`config.mk`:
```
export PLATFORM = sky130hd
export DESIGN_NAME = alu_cmd_master
export DESIGN_NICKNAME = d
export VERILOG_FILES = /design/src/rtl/alu_pkg.sv /design/src/rtl/alu_cmd_timer.sv /design/src/rtl/alu_cmd_master.sv
export SDC_FILE = /design/constraint.sdc
export NUM_CORES = 1
export LEC_CHECK = 0
export CELL_PAD_IN_SITES_DETAIL_PLACEMENT = 0
export CELL_PAD_IN_SITES_GLOBAL_PLACEMENT = 1
export CORE_ASPECT_RATIO = 1.4
export CORE_MARGIN = 10
export CORE_UTILIZATION = 30
export CTS_CLUSTER_SIZE = 12
export DETAILED_ROUTE_END_ITERATION = 8
export HOLD_SLACK_MARGIN = 0.12
export PLACE_DENSITY = 0.87
export SLEW_MARGIN = 20
export SYNTH_ARGS = -nofsm -noshare
export SYNTH_HDL_FRONTEND = slang
export SYNTH_HIERARCHICAL = 1
export SYNTH_SLANG_ARGS = --single-unit
export TNS_END_PERCENT = 50
```
`constraint.sdc`:
```
create_clock -name clk -period 2.3 [get_ports clk]
set_input_delay 0.23 -clock clk [delete_from_list [all_inputs] [get_ports clk]]
set_output_delay 0.23 -clock clk [all_outputs]
set_load 0.005 [all_outputs]
```
`src/rtl/alu_pkg.sv`:
```
// Shared definitions for the byte-serial ALU command interface: opcodes,
// response error codes, initiator state encoding and opcode byte-sequence helpers.
package alu_pkg;

   localparam logic [3:0] OP_ADD_A_B  = 4'd0;
   localparam logic [3:0] OP_SUB_A_B  = 4'd1;
   localparam logic [3:0] OP_SUB_B_A  = 4'd2;
   localparam logic [3:0] OP_MUL_A_B  = 4'd3;
   localparam logic [3:0] OP_DIV_A_B  = 4'd4;
   localparam logic [3:0] OP_DIV_B_A  = 4'd5;
   localparam logic [3:0] OP_INC_A    = 4'd6;
   localparam logic [3:0] OP_INC_B    = 4'd7;
   localparam logic [3:0] OP_CLR_RES  = 4'd8;
   localparam logic [3:0] OP_ACCUM    = 4'd9;

   localparam logic [1:0] ERR_OK      = 2'd0;
   localparam logic [1:0] ERR_ILLEGAL = 2'd1;
   localparam logic [1:0] ERR_DIV0    = 2'd2;
   localparam logic [1:0] ERR_TIMEOUT = 2'd3;

   typedef enum logic [3:0] {
      ST_IDLE,
      ST_OP,
      ST_AM,
      ST_AL,
      ST_BM,
      ST_BL,
      ST_WAIT,
      ST_RESP,
      ST_RECOVER
   } cm_state_t;

   function automatic logic op_legal(input logic [3:0] op);
      return op <= OP_ACCUM;
   endfunction

   // Operand A bytes follow the opcode for every legal op except INC_B and CLR_RES.
   function automatic logic needs_a(input logic [3:0] op);
      return op_legal(op) && !(op inside {OP_INC_B, OP_CLR_RES});
   endfunction

   function automatic logic needs_b(input logic [3:0] op);
      return op inside {OP_ADD_A_B, OP_SUB_A_B, OP_SUB_B_A, OP_MUL_A_B,
                        OP_DIV_A_B, OP_DIV_B_A, OP_INC_B};
   endfunction

   function automatic logic is_div(input logic [3:0] op);
      return op inside {OP_DIV_A_B, OP_DIV_B_A};
   endfunction

   function automatic logic div_by_zero(input logic [3:0] op, input logic [15:0] a,
                                        input logic [15:0] b);
      return is_div(op) && ((op == OP_DIV_A_B) ? (b == 16'h0000) : (a == 16'h0000));
   endfunction

endpackage

```
`src/rtl/alu_cmd_timer.sv`:
```
// Loadable saturating down-counter; expired is high while the count sits at zero.
module alu_cmd_timer #(
   parameter int W = 8
) (
   input  logic         clk,
   input  logic         rst,
   input  logic         load,
   input  logic [W-1:0] load_val,
   input  logic         dec,
   output logic         expired
);

   logic [W-1:0] count_reg;

   always_ff @(posedge clk) begin
      if (rst) begin
         count_reg <= '0;
      end else if (load) begin
         count_reg <= load_val;
      end else if (dec && (count_reg != '0)) begin
         count_reg <= count_reg - 1'b1;
      end
   end

   assign expired = (count_reg == '0);

endmodule

```
`src/rtl/alu_cmd_master.sv`:
```
// Initiator for the byte-serial ALU command bus: accepts one request, serializes
// opcode and operands onto ctl/dat, waits for the ALU ready pulse and returns the result.
module alu_cmd_master
   import alu_pkg::*;
#(
   parameter int TIMEOUT_CYC = 64,
   parameter int TO_W        = 8
) (
   input  logic        clk,
   input  logic        rst,
   input  logic        req_valid,
   output logic        req_ready,
   input  logic [3:0]  req_op,
   input  logic [15:0] req_a,
   input  logic [15:0] req_b,
   input  logic [7:0]  req_k,
   input  logic [7:0]  req_c,
   output logic        ctl,
   output logic [7:0]  dat,
   output logic [7:0]  k_val,
   output logic [7:0]  c_val,
   input  logic        alu_ready,
   input  logic [31:0] alu_result,
   output logic        rsp_valid,
   input  logic        rsp_ready,
   output logic [31:0] rsp_result,
   output logic [1:0]  rsp_err
);

   localparam logic [TO_W-1:0] TMR_RELOAD = TO_W'(TIMEOUT_CYC - 1);

   cm_state_t   state_reg;
   logic        req_ready_reg;
   logic        ctl_reg;
   logic [7:0]  dat_reg;
   logic [7:0]  k_reg;
   logic [7:0]  c_reg;
   logic [3:0]  op_reg;
   logic [15:0] a_reg;
   logic [15:0] b_reg;
   logic        rsp_valid_reg;
   logic [31:0] rsp_result_reg;
   logic [1:0]  rsp_err_reg;

   logic tmr_load;
   logic tmr_dec;
   logic tmr_expired;

   // The timer is reloaded in every other state, so WAIT and RECOVER each start
   // with a full TIMEOUT_CYC-cycle window on their first cycle.
   assign tmr_load = !(state_reg inside {ST_WAIT, ST_RECOVER});
   assign tmr_dec  = !tmr_load;

   alu_cmd_timer #(
      .W (TO_W)
   ) u_timer (
      .clk      (clk),
      .rst      (rst),
      .load     (tmr_load),
      .load_val (TMR_RELOAD),
      .dec      (tmr_dec),
      .expired  (tmr_expired)
   );

   always_ff @(posedge clk) begin
      if (rst) begin
         state_reg      <= ST_IDLE;
         req_ready_reg  <= 1'b1;
         ctl_reg        <= 1'b0;
         dat_reg        <= 8'h00;
         k_reg          <= 8'h00;
         c_reg          <= 8'h00;
         op_reg         <= 4'h0;
         a_reg          <= 16'h0000;
         b_reg          <= 16'h0000;
         rsp_valid_reg  <= 1'b0;
         rsp_result_reg <= 32'h0;
         rsp_err_reg    <= ERR_OK;
      end else begin
         ctl_reg <= 1'b0;
         dat_reg <= 8'h00;
         case (state_reg)
            ST_IDLE: begin
               if (req_valid) begin
                  req_ready_reg <= 1'b0;
                  op_reg        <= req_op;
                  a_reg         <= req_a;
                  b_reg         <= req_b;
                  k_reg         <= req_k;
                  c_reg         <= req_c;
                  if (!op_legal(req_op)) begin
                     state_reg      <= ST_RESP;
                     rsp_valid_reg  <= 1'b1;
                     rsp_result_reg <= 32'h0;
                     rsp_err_reg    <= ERR_ILLEGAL;
                  end else if (div_by_zero(req_op, req_a, req_b)) begin
                     state_reg      <= ST_RESP;
                     rsp_valid_reg  <= 1'b1;
                     rsp_result_reg <= 32'h0;
                     rsp_err_reg    <= ERR_DIV0;
                  end else begin
                     state_reg <= ST_OP;
                     ctl_reg   <= 1'b1;
                     dat_reg   <= {4'h0, req_op};
                  end
               end
            end
            ST_OP: begin
               if (needs_a(op_reg)) begin
                  state_reg <= ST_AM;
                  dat_reg   <= a_reg[15:8];
               end else if (needs_b(op_reg)) begin
                  state_reg <= ST_BM;
                  dat_reg   <= b_reg[15:8];
               end else begin
                  state_reg <= ST_WAIT;
               end
            end
            ST_AM: begin
               state_reg <= ST_AL;
               dat_reg   <= a_reg[7:0];
            end
            ST_AL: begin
               if (needs_b(op_reg)) begin
                  state_reg <= ST_BM;
                  dat_reg   <= b_reg[15:8];
               end else begin
                  state_reg <= ST_WAIT;
               end
            end
            ST_BM: begin
               state_reg <= ST_BL;
               dat_reg   <= b_reg[7:0];
            end
            ST_BL: begin
               state_reg <= ST_WAIT;
            end
            ST_WAIT: begin
               // A ready pulse on the expiry cycle still counts as success.
               if (alu_ready) begin
                  state_reg      <= ST_RESP;
                  rsp_valid_reg  <= 1'b1;
                  rsp_result_reg <= alu_result;
                  rsp_err_reg    <= ERR_OK;
               end else if (tmr_expired) begin
                  state_reg      <= ST_RESP;
                  rsp_valid_reg  <= 1'b1;
                  rsp_result_reg <= 32'h0;
                  rsp_err_reg    <= ERR_TIMEOUT;
               end
            end
            ST_RESP: begin
               if (rsp_ready) begin
                  rsp_valid_reg <= 1'b0;
                  if (rsp_err_reg == ERR_TIMEOUT) begin
                     state_reg <= ST_RECOVER;
                  end else begin
                     state_reg     <= ST_IDLE;
                     req_ready_reg <= 1'b1;
                  end
               end
            end
            ST_RECOVER: begin
               if (tmr_expired) begin
                  state_reg     <= ST_IDLE;
                  req_ready_reg <= 1'b1;
               end
            end
            default: begin
               state_reg     <= ST_IDLE;
               req_ready_reg <= 1'b1;
            end
         endcase
      end
   end

   assign req_ready  = req_ready_reg;
   assign ctl        = ctl_reg;
   assign dat        = dat_reg;
   assign k_val      = k_reg;
   assign c_val      = c_reg;
   assign rsp_valid  = rsp_valid_reg;
   assign rsp_result = rsp_result_reg;
   assign rsp_err    = rsp_err_reg;

endmodule

```
=== Word level (Yosys, flattened, before mapping) ===
Index checks and enable logic that the tools add are counted.

* Register bits: 109
* Bits of input ports: 89
* Output and inout port bits: 61
* Logic and storage cells: 115

* Add/sub/neg operators: 1
* $lt $le $gt $ge: 2
* Equality and inequality tests: 25
* Multiplexer cells: 44
* Bitwise operators: 5
* Reduce and logical (&&, ||, !) cells: 24

{| class="wikitable"
|+ Operators by type and width
! cell !! count
|-
| 32-bit 2-to-1 mux || 5
|-
| 32-bit case mux with 2 select lines || 1
|-
| 8-bit case mux with 5 select lines || 1
|-
| 4-bit by 3-bit equality test with 1-bit output, second input constant || 9
|-
| 4-bit 2-to-1 mux || 9
|-
| 4-bit case mux with 9 select lines || 1
|-
| 16-bit logical NOT || 2
|-
| 4-bit by 2-bit equality test with 1-bit output, second input constant || 4
|-
| 8-bit 2-to-1 mux || 2
|-
| 2-bit 2-to-1 mux || 6
|-
| 6-bit 2-to-1 mux || 2
|-
| 1-bit 2-to-1 mux || 11
|-
| 2-bit != test, second input constant || 5
|-
| 5-bit AND reduction || 2
|-
| 3-bit 2-to-1 mux || 3
|-
| 4-bit by 1-bit equality test with 1-bit output, second input constant || 2
|-
| 4-bit equality test, second input constant || 2
|-
| 4-bit <= comparator, second input constant || 2
|-
| 4-bit logical NOT || 2
|-
| 8-bit logical NOT || 1
|-
| 4-bit AND reduction || 2
|-
| 2-bit nonzero test || 4
|-
| 8-bit nonzero test || 1
|-
| 8-bit by 1-bit subtractor with 8-bit output, second input constant || 1
|-
| 14 further kinds || 21
|}

=== Longest topological paths before layout ===
* Word-level depth: 7
* Depth in mapped cells: 10
* Mapped depth without buffers: 9

=== Hierarchy ===
Netlist, hierarchy kept.

{| class="wikitable"
|+ Modules (own cells, without submodules)
! module !! times used !! cells each !! area each (µm²) !! sequential area each (µm²)
|-
| alu_cmd_master || 1 || 467 || 4071.4 || 2021.9
|-
| alu_cmd_timer || 1 || 59 || 515.5 || 160.2
|}

=== Least setup slack after synthesis ===
OpenSTA, ideal clock, no wires.

* Path kind: reg-to-reg
* From: register state_reg[1]
* To: register u_timer.count_reg[7]
* Library setup time: 134 ps
* Data arrival time: 2211 ps
* Required time: 2166 ps
* Setup slack: -45 ps
* Cell stages (with the launch flop): 10
* Buffers on the path: 2
* Clock period less this slack: 2345 ps
* Cell sequence: dfxtp_1 -> buf_2 -> and3b_1 -> clkbuf_1 -> a21oi_1 -> nor2_1 -> or3b_2 -> nor3_1 -> mux2i_1 -> a211oi_1

* Longest elaborated chain between the ends: 4
* Elaborated cells between the ends (all ways): 6
* Those cells by class: 2 x eq/ne; 1 x bitwise; 3 x reduce/logical

{| class="wikitable"
|+ RTL lines
! element !! RTL line !! RTL
|-
| start: declaration || alu_cmd_master.sv:32 || <nowiki>cm_state_t state_reg;</nowiki>
|-
| start signal: assignment || alu_cmd_master.sv:67 || <nowiki>state_reg <= ST_IDLE;</nowiki>
|-
| start signal: assignment || alu_cmd_master.sv:92 || <nowiki>state_reg <= ST_RESP;</nowiki>
|-
| start signal: assignment || alu_cmd_master.sv:97 || <nowiki>state_reg <= ST_RESP;</nowiki>
|-
| 4-bit by 3-bit equality test with 1-bit output or 4-bit equality test (tied branches) || alu_cmd_master.sv:51 || <nowiki>assign tmr_load = !(state_reg inside {ST_WAIT, ST_RECOVER});</nowiki>
|-
| 2-bit nonzero test (*) || alu_cmd_master.sv:51 ||
|-
| named net tmr_dec || alu_cmd_master.sv:46 || <nowiki>logic tmr_dec;</nowiki>
|-
| 1-bit inverter (no line) || n/a ||
|-
| 2-bit OR reduction (no line) || n/a ||
|-
| end signal: assignment || alu_cmd_timer.sv:19 || <nowiki>count_reg <= load_val;</nowiki>
|-
| end signal: assignment || alu_cmd_timer.sv:21 || <nowiki>count_reg <= count_reg - 1'b1;</nowiki>
|-
| end: declaration || alu_cmd_timer.sv:13 || <nowiki>logic [W-1:0] count_reg;</nowiki>
|}

Mark *: on every way through the listed nets, which the timed path passes. The rest lies on a longest branch.
A chain may end at the register's enable or synchronous reset.

=== Worst setup path after layout ===
* From: register u_timer.count_reg[2]
* To: register rsp_valid_reg (netlist: rsp_valid)

* Longest elaborated chain between the ends: 3

{| class="wikitable"
|+ RTL lines
! element !! RTL line !! RTL
|-
| 8-bit logical NOT || alu_cmd_timer.sv:25 || <nowiki>assign expired = (count_reg == '0);</nowiki>
|-
| named net tmr_expired || alu_cmd_master.sv:47 || <nowiki>logic tmr_expired;</nowiki>
|-
| 3-bit != test (no line) || n/a ||
|-
| 5-bit AND reduction (no line) || n/a ||
|-
| end signal: assignment || alu_cmd_master.sv:76 || <nowiki>rsp_valid_reg <= 1'b0;</nowiki>
|-
| end signal: assignment || alu_cmd_master.sv:93 || <nowiki>rsp_valid_reg <= 1'b1;</nowiki>
|-
| end signal: assignment || alu_cmd_master.sv:98 || <nowiki>rsp_valid_reg <= 1'b1;</nowiki>
|-
| end: declaration || alu_cmd_master.sv:41 || <nowiki>logic rsp_valid_reg;</nowiki>
|}

The timed path passes the listed nets, and every way through them passes these cells.

==> flow_summary.toml <==
[flow_run]
drv_cap = 0

[critical_path]
startpoint_type = "flop"
cp_cell_sequence = "or4_4 > nor4_2 > buf_4 > nor3_1 > nor3_1 > o21ai_0 > a31oi_1 > o22ai_1"
cp_top_family = "simple AND/OR/NAND/NOR gates"
worstSetupPathType = "flop to flop"
cp.required_ns = 2.51
reg2reg_slack_ns = 0.17
crit_arrival_ns = 2.34
crit_path_top_delay_cell = "or4_4"
critPathBufInv = 1
cp_common_cell = "nor3_1"
end_kind = "flop"
max_stage_delay_ns = 0.59
critPathMaxFanout = 6

[timing]
worst_clock_skew_ns = 0.01047
hold_ws_ns = 0.1968
slew_violations = 0
setup_viol = 0
period_needed_ns = 2.132
rsz0062_at_grt = "false"
maxClockFrequency_mhz = 468.9
relSlewSlack_pct = 51.28
finalSetupTns_ns = 0
hold_viol = 0
tightest_slew_ns = 0.7290
finalCritPeriodShare_pct = 92.72

[synth]
avgSynthCellArea_um2 = 8.720
async_flop_share_pct = 0
yosys_warnings = 6
synth_edf_count = 0
syn-cell-area_um2 = 4587
synthFlopType = "dfxtp_1"
yosysSeqAreaShare_pct = 47.57
syn_inst = 526
yosys.cell_types.count = 64
ys_ff_latch = 109

[grt]
grt_use_met3_pct = 3.705
grt_usage_pct = 13.84
gr-usage-met1_pct = 15.82
met2_usage_pct = 23.99
gr-total-overflow = 0
grt_max_degree = 66
globalRoute.busiestLayer = "met2"
first_global_vias = 4514
grt_pass1_wl_mm = 24.03
antenna_found_initial = 0

[layout]
nets = 768
multi_input_area_um2 = 2228
antenna_cells = 0
syn2layout_area_growth_pct = 45.04
nFillCells = 1496
largest_reg_flops = 32
post_route_cells_drive_above_1_share_pct = 8.811
regArea_um2 = 2182

[routing]
drt_iter0_drc = 250
drc = 0
via_count = 4521
routedWlPerCell_um = 17.16
firstDrtPassIters = 7
routed_via_density = 5.179
routed_wl_mm = 14.98
antenna_left = 0

[pwr]
ir_drop_mv = 0.4410
totalPowerFinal_mw = 4.776
power.density_nw_per_um2 = 718.0
p_leak_nw = 2.342

[cts]
post_cts.repair.setup_buffers = 0
clock_latency_ns = 0.35
clk_path_buf_depth = 2
cts-root-buf = "clkbuf_16"
clkTransAtPathRegs_ns = 0.07
cts.htree.levels = 3
cts_buffers = 9
cts_num_sinks = 109
cts_tree = "built"

[worst_hold_path]
hold_class = "input pin to flop"

[die]
start_util_pct = 30.61
pin_count = 150
die_area_um2 = 20710
rows = 53
coreArea_um2 = 14990
die_w_um = 124.5
die_h_um = 166.3

[placement]
port-buffer-count = 149
dp_hpwl_mm = 11.24
gp_congestion = 0.8865

[run_status]
status = "complete, no violations"
[repair_timing]
item	4_1_cts	5_1_grt
hold buffers	0	0
endpoints found under the setup margin	0	37
gates resized for setup	0	2
hold endpoints to repair	0	0
[kinds of logic (layout without fill, tap and decap cells)]
kind of cell    after synthesis  after routing  synth area share [%]
mux                           2              2                0.4365
simple gates                194            194                 20.27
flops                       109            109                 47.57
fa+ha+maj                     2              2                0.5455
xor+xnor                      3              3                0.5729
other cells                   2              8                0.1637
compound gates              164            164                 25.59
buf+inv                      50            199                 4.855
[metal layers]
layer	part of all wire, %	vias up
met1	42	2127
met2	50	168
met5	0	-
met3	6.1	22
li1	-	2204
met4	2.2	0
[worst register-to-register path, delay by kind of cell, from the launching register on]
family          cells  cell delay, ns
compound gates      3            0.39
buf+inv             1            0.20
simple gates        4            1.06
flops               1            0.35
[cells in the final DEF, fill, tap and decap left out, drive strengths merged, types with 2 or more instances in the layout]
cell / instances
a22oi: 6
o31ai: 3
o211ai: 2
xnor2: 3
inv: 16
clkinv: 2
clkdlybuf4s50: 148
o41ai: 2
a22o: 8
a311oi: 2
or4: 6
conb: 8
nand3: 10
nand4: 2
buf: 22
nand2: 117
a31oi: 5
nor4: 12
o21a: 2
nor2b: 2
nor3: 5
a32o: 32
a21oi: 73
a211oi: 2
o21ai: 13
dfxtp: 109
or3: 3
a32oi: 5
ha: 2
nor2: 22
nor3b: 6
clkbuf: 10
mux2i: 2
[power breakdown]
group / switching (mW) / total (mW) / leakage [nW] / internal, mW
sequential: 0.115 / 2.15 / 0.889 / 2.04
clock: 0.724 / 1.50 / 0.137 / 0.773
combinational: 0.602 / 1.13 / 1.32 / 0.524
total: 1.44 / 4.78 / 2.34 / 3.34
[cell type report]
type	count	area share, %
Clock inverter	5	0.6207
Sequential cell	109	32.80
Tap cell	192	3.611
Timing Repair Buffer	170	25.09
Multi-Input combinational cell	373	33.50
Inverter	14	0.7899
Clock buffer	10	3.592
[cell usage after synthesis (3+ instances only)]
cell      count  area share (%)
a22o_1        8             1.5
o21ai_0      12             1.3
nor3b_1       4            0.65
a32o_1       32             7.0
nor4_1       11             1.5
a21oi_1      73             8.0
a22oi_1       6            0.98
a32oi_1       5            0.95
clkbuf_1     24             2.0
buf_6         4            0.98
xnor2_1       3            0.57
dfxtp_1     109              48
nand2_1     117             9.6
a31oi_1       5            0.68
nand3_1      10             1.1
nor3_1        5            0.55
inv_1        12            0.98
buf_1         6            0.49
nor2_1       21             1.7
[through the flow]
step,util [%],cells,instance area [um2],setup slack [ns]
final,44.39,873,6653,0.1675
after global routing,44.39,873,6653,0.06007
after CTS,44.31,873,6641,0.03895
after detailed placement,42.44,858,6361,0.02333
after global placement,42.41,858,6356,0.09088
after floorplan,-,532,4612,0.005344
[worst paths after layout]
kind | from | to | cells past startpoint
worst min register to register | c_val[3] | c_val[3] | 2
worst max register to register | u_timer/count_reg[2] | rsp_valid | 8
worst min-delay path | rst | state_reg[0] | 2
worst max-delay path | u_timer/count_reg[2] | rsp_valid | 8
(Power assumes the default switching activity.)
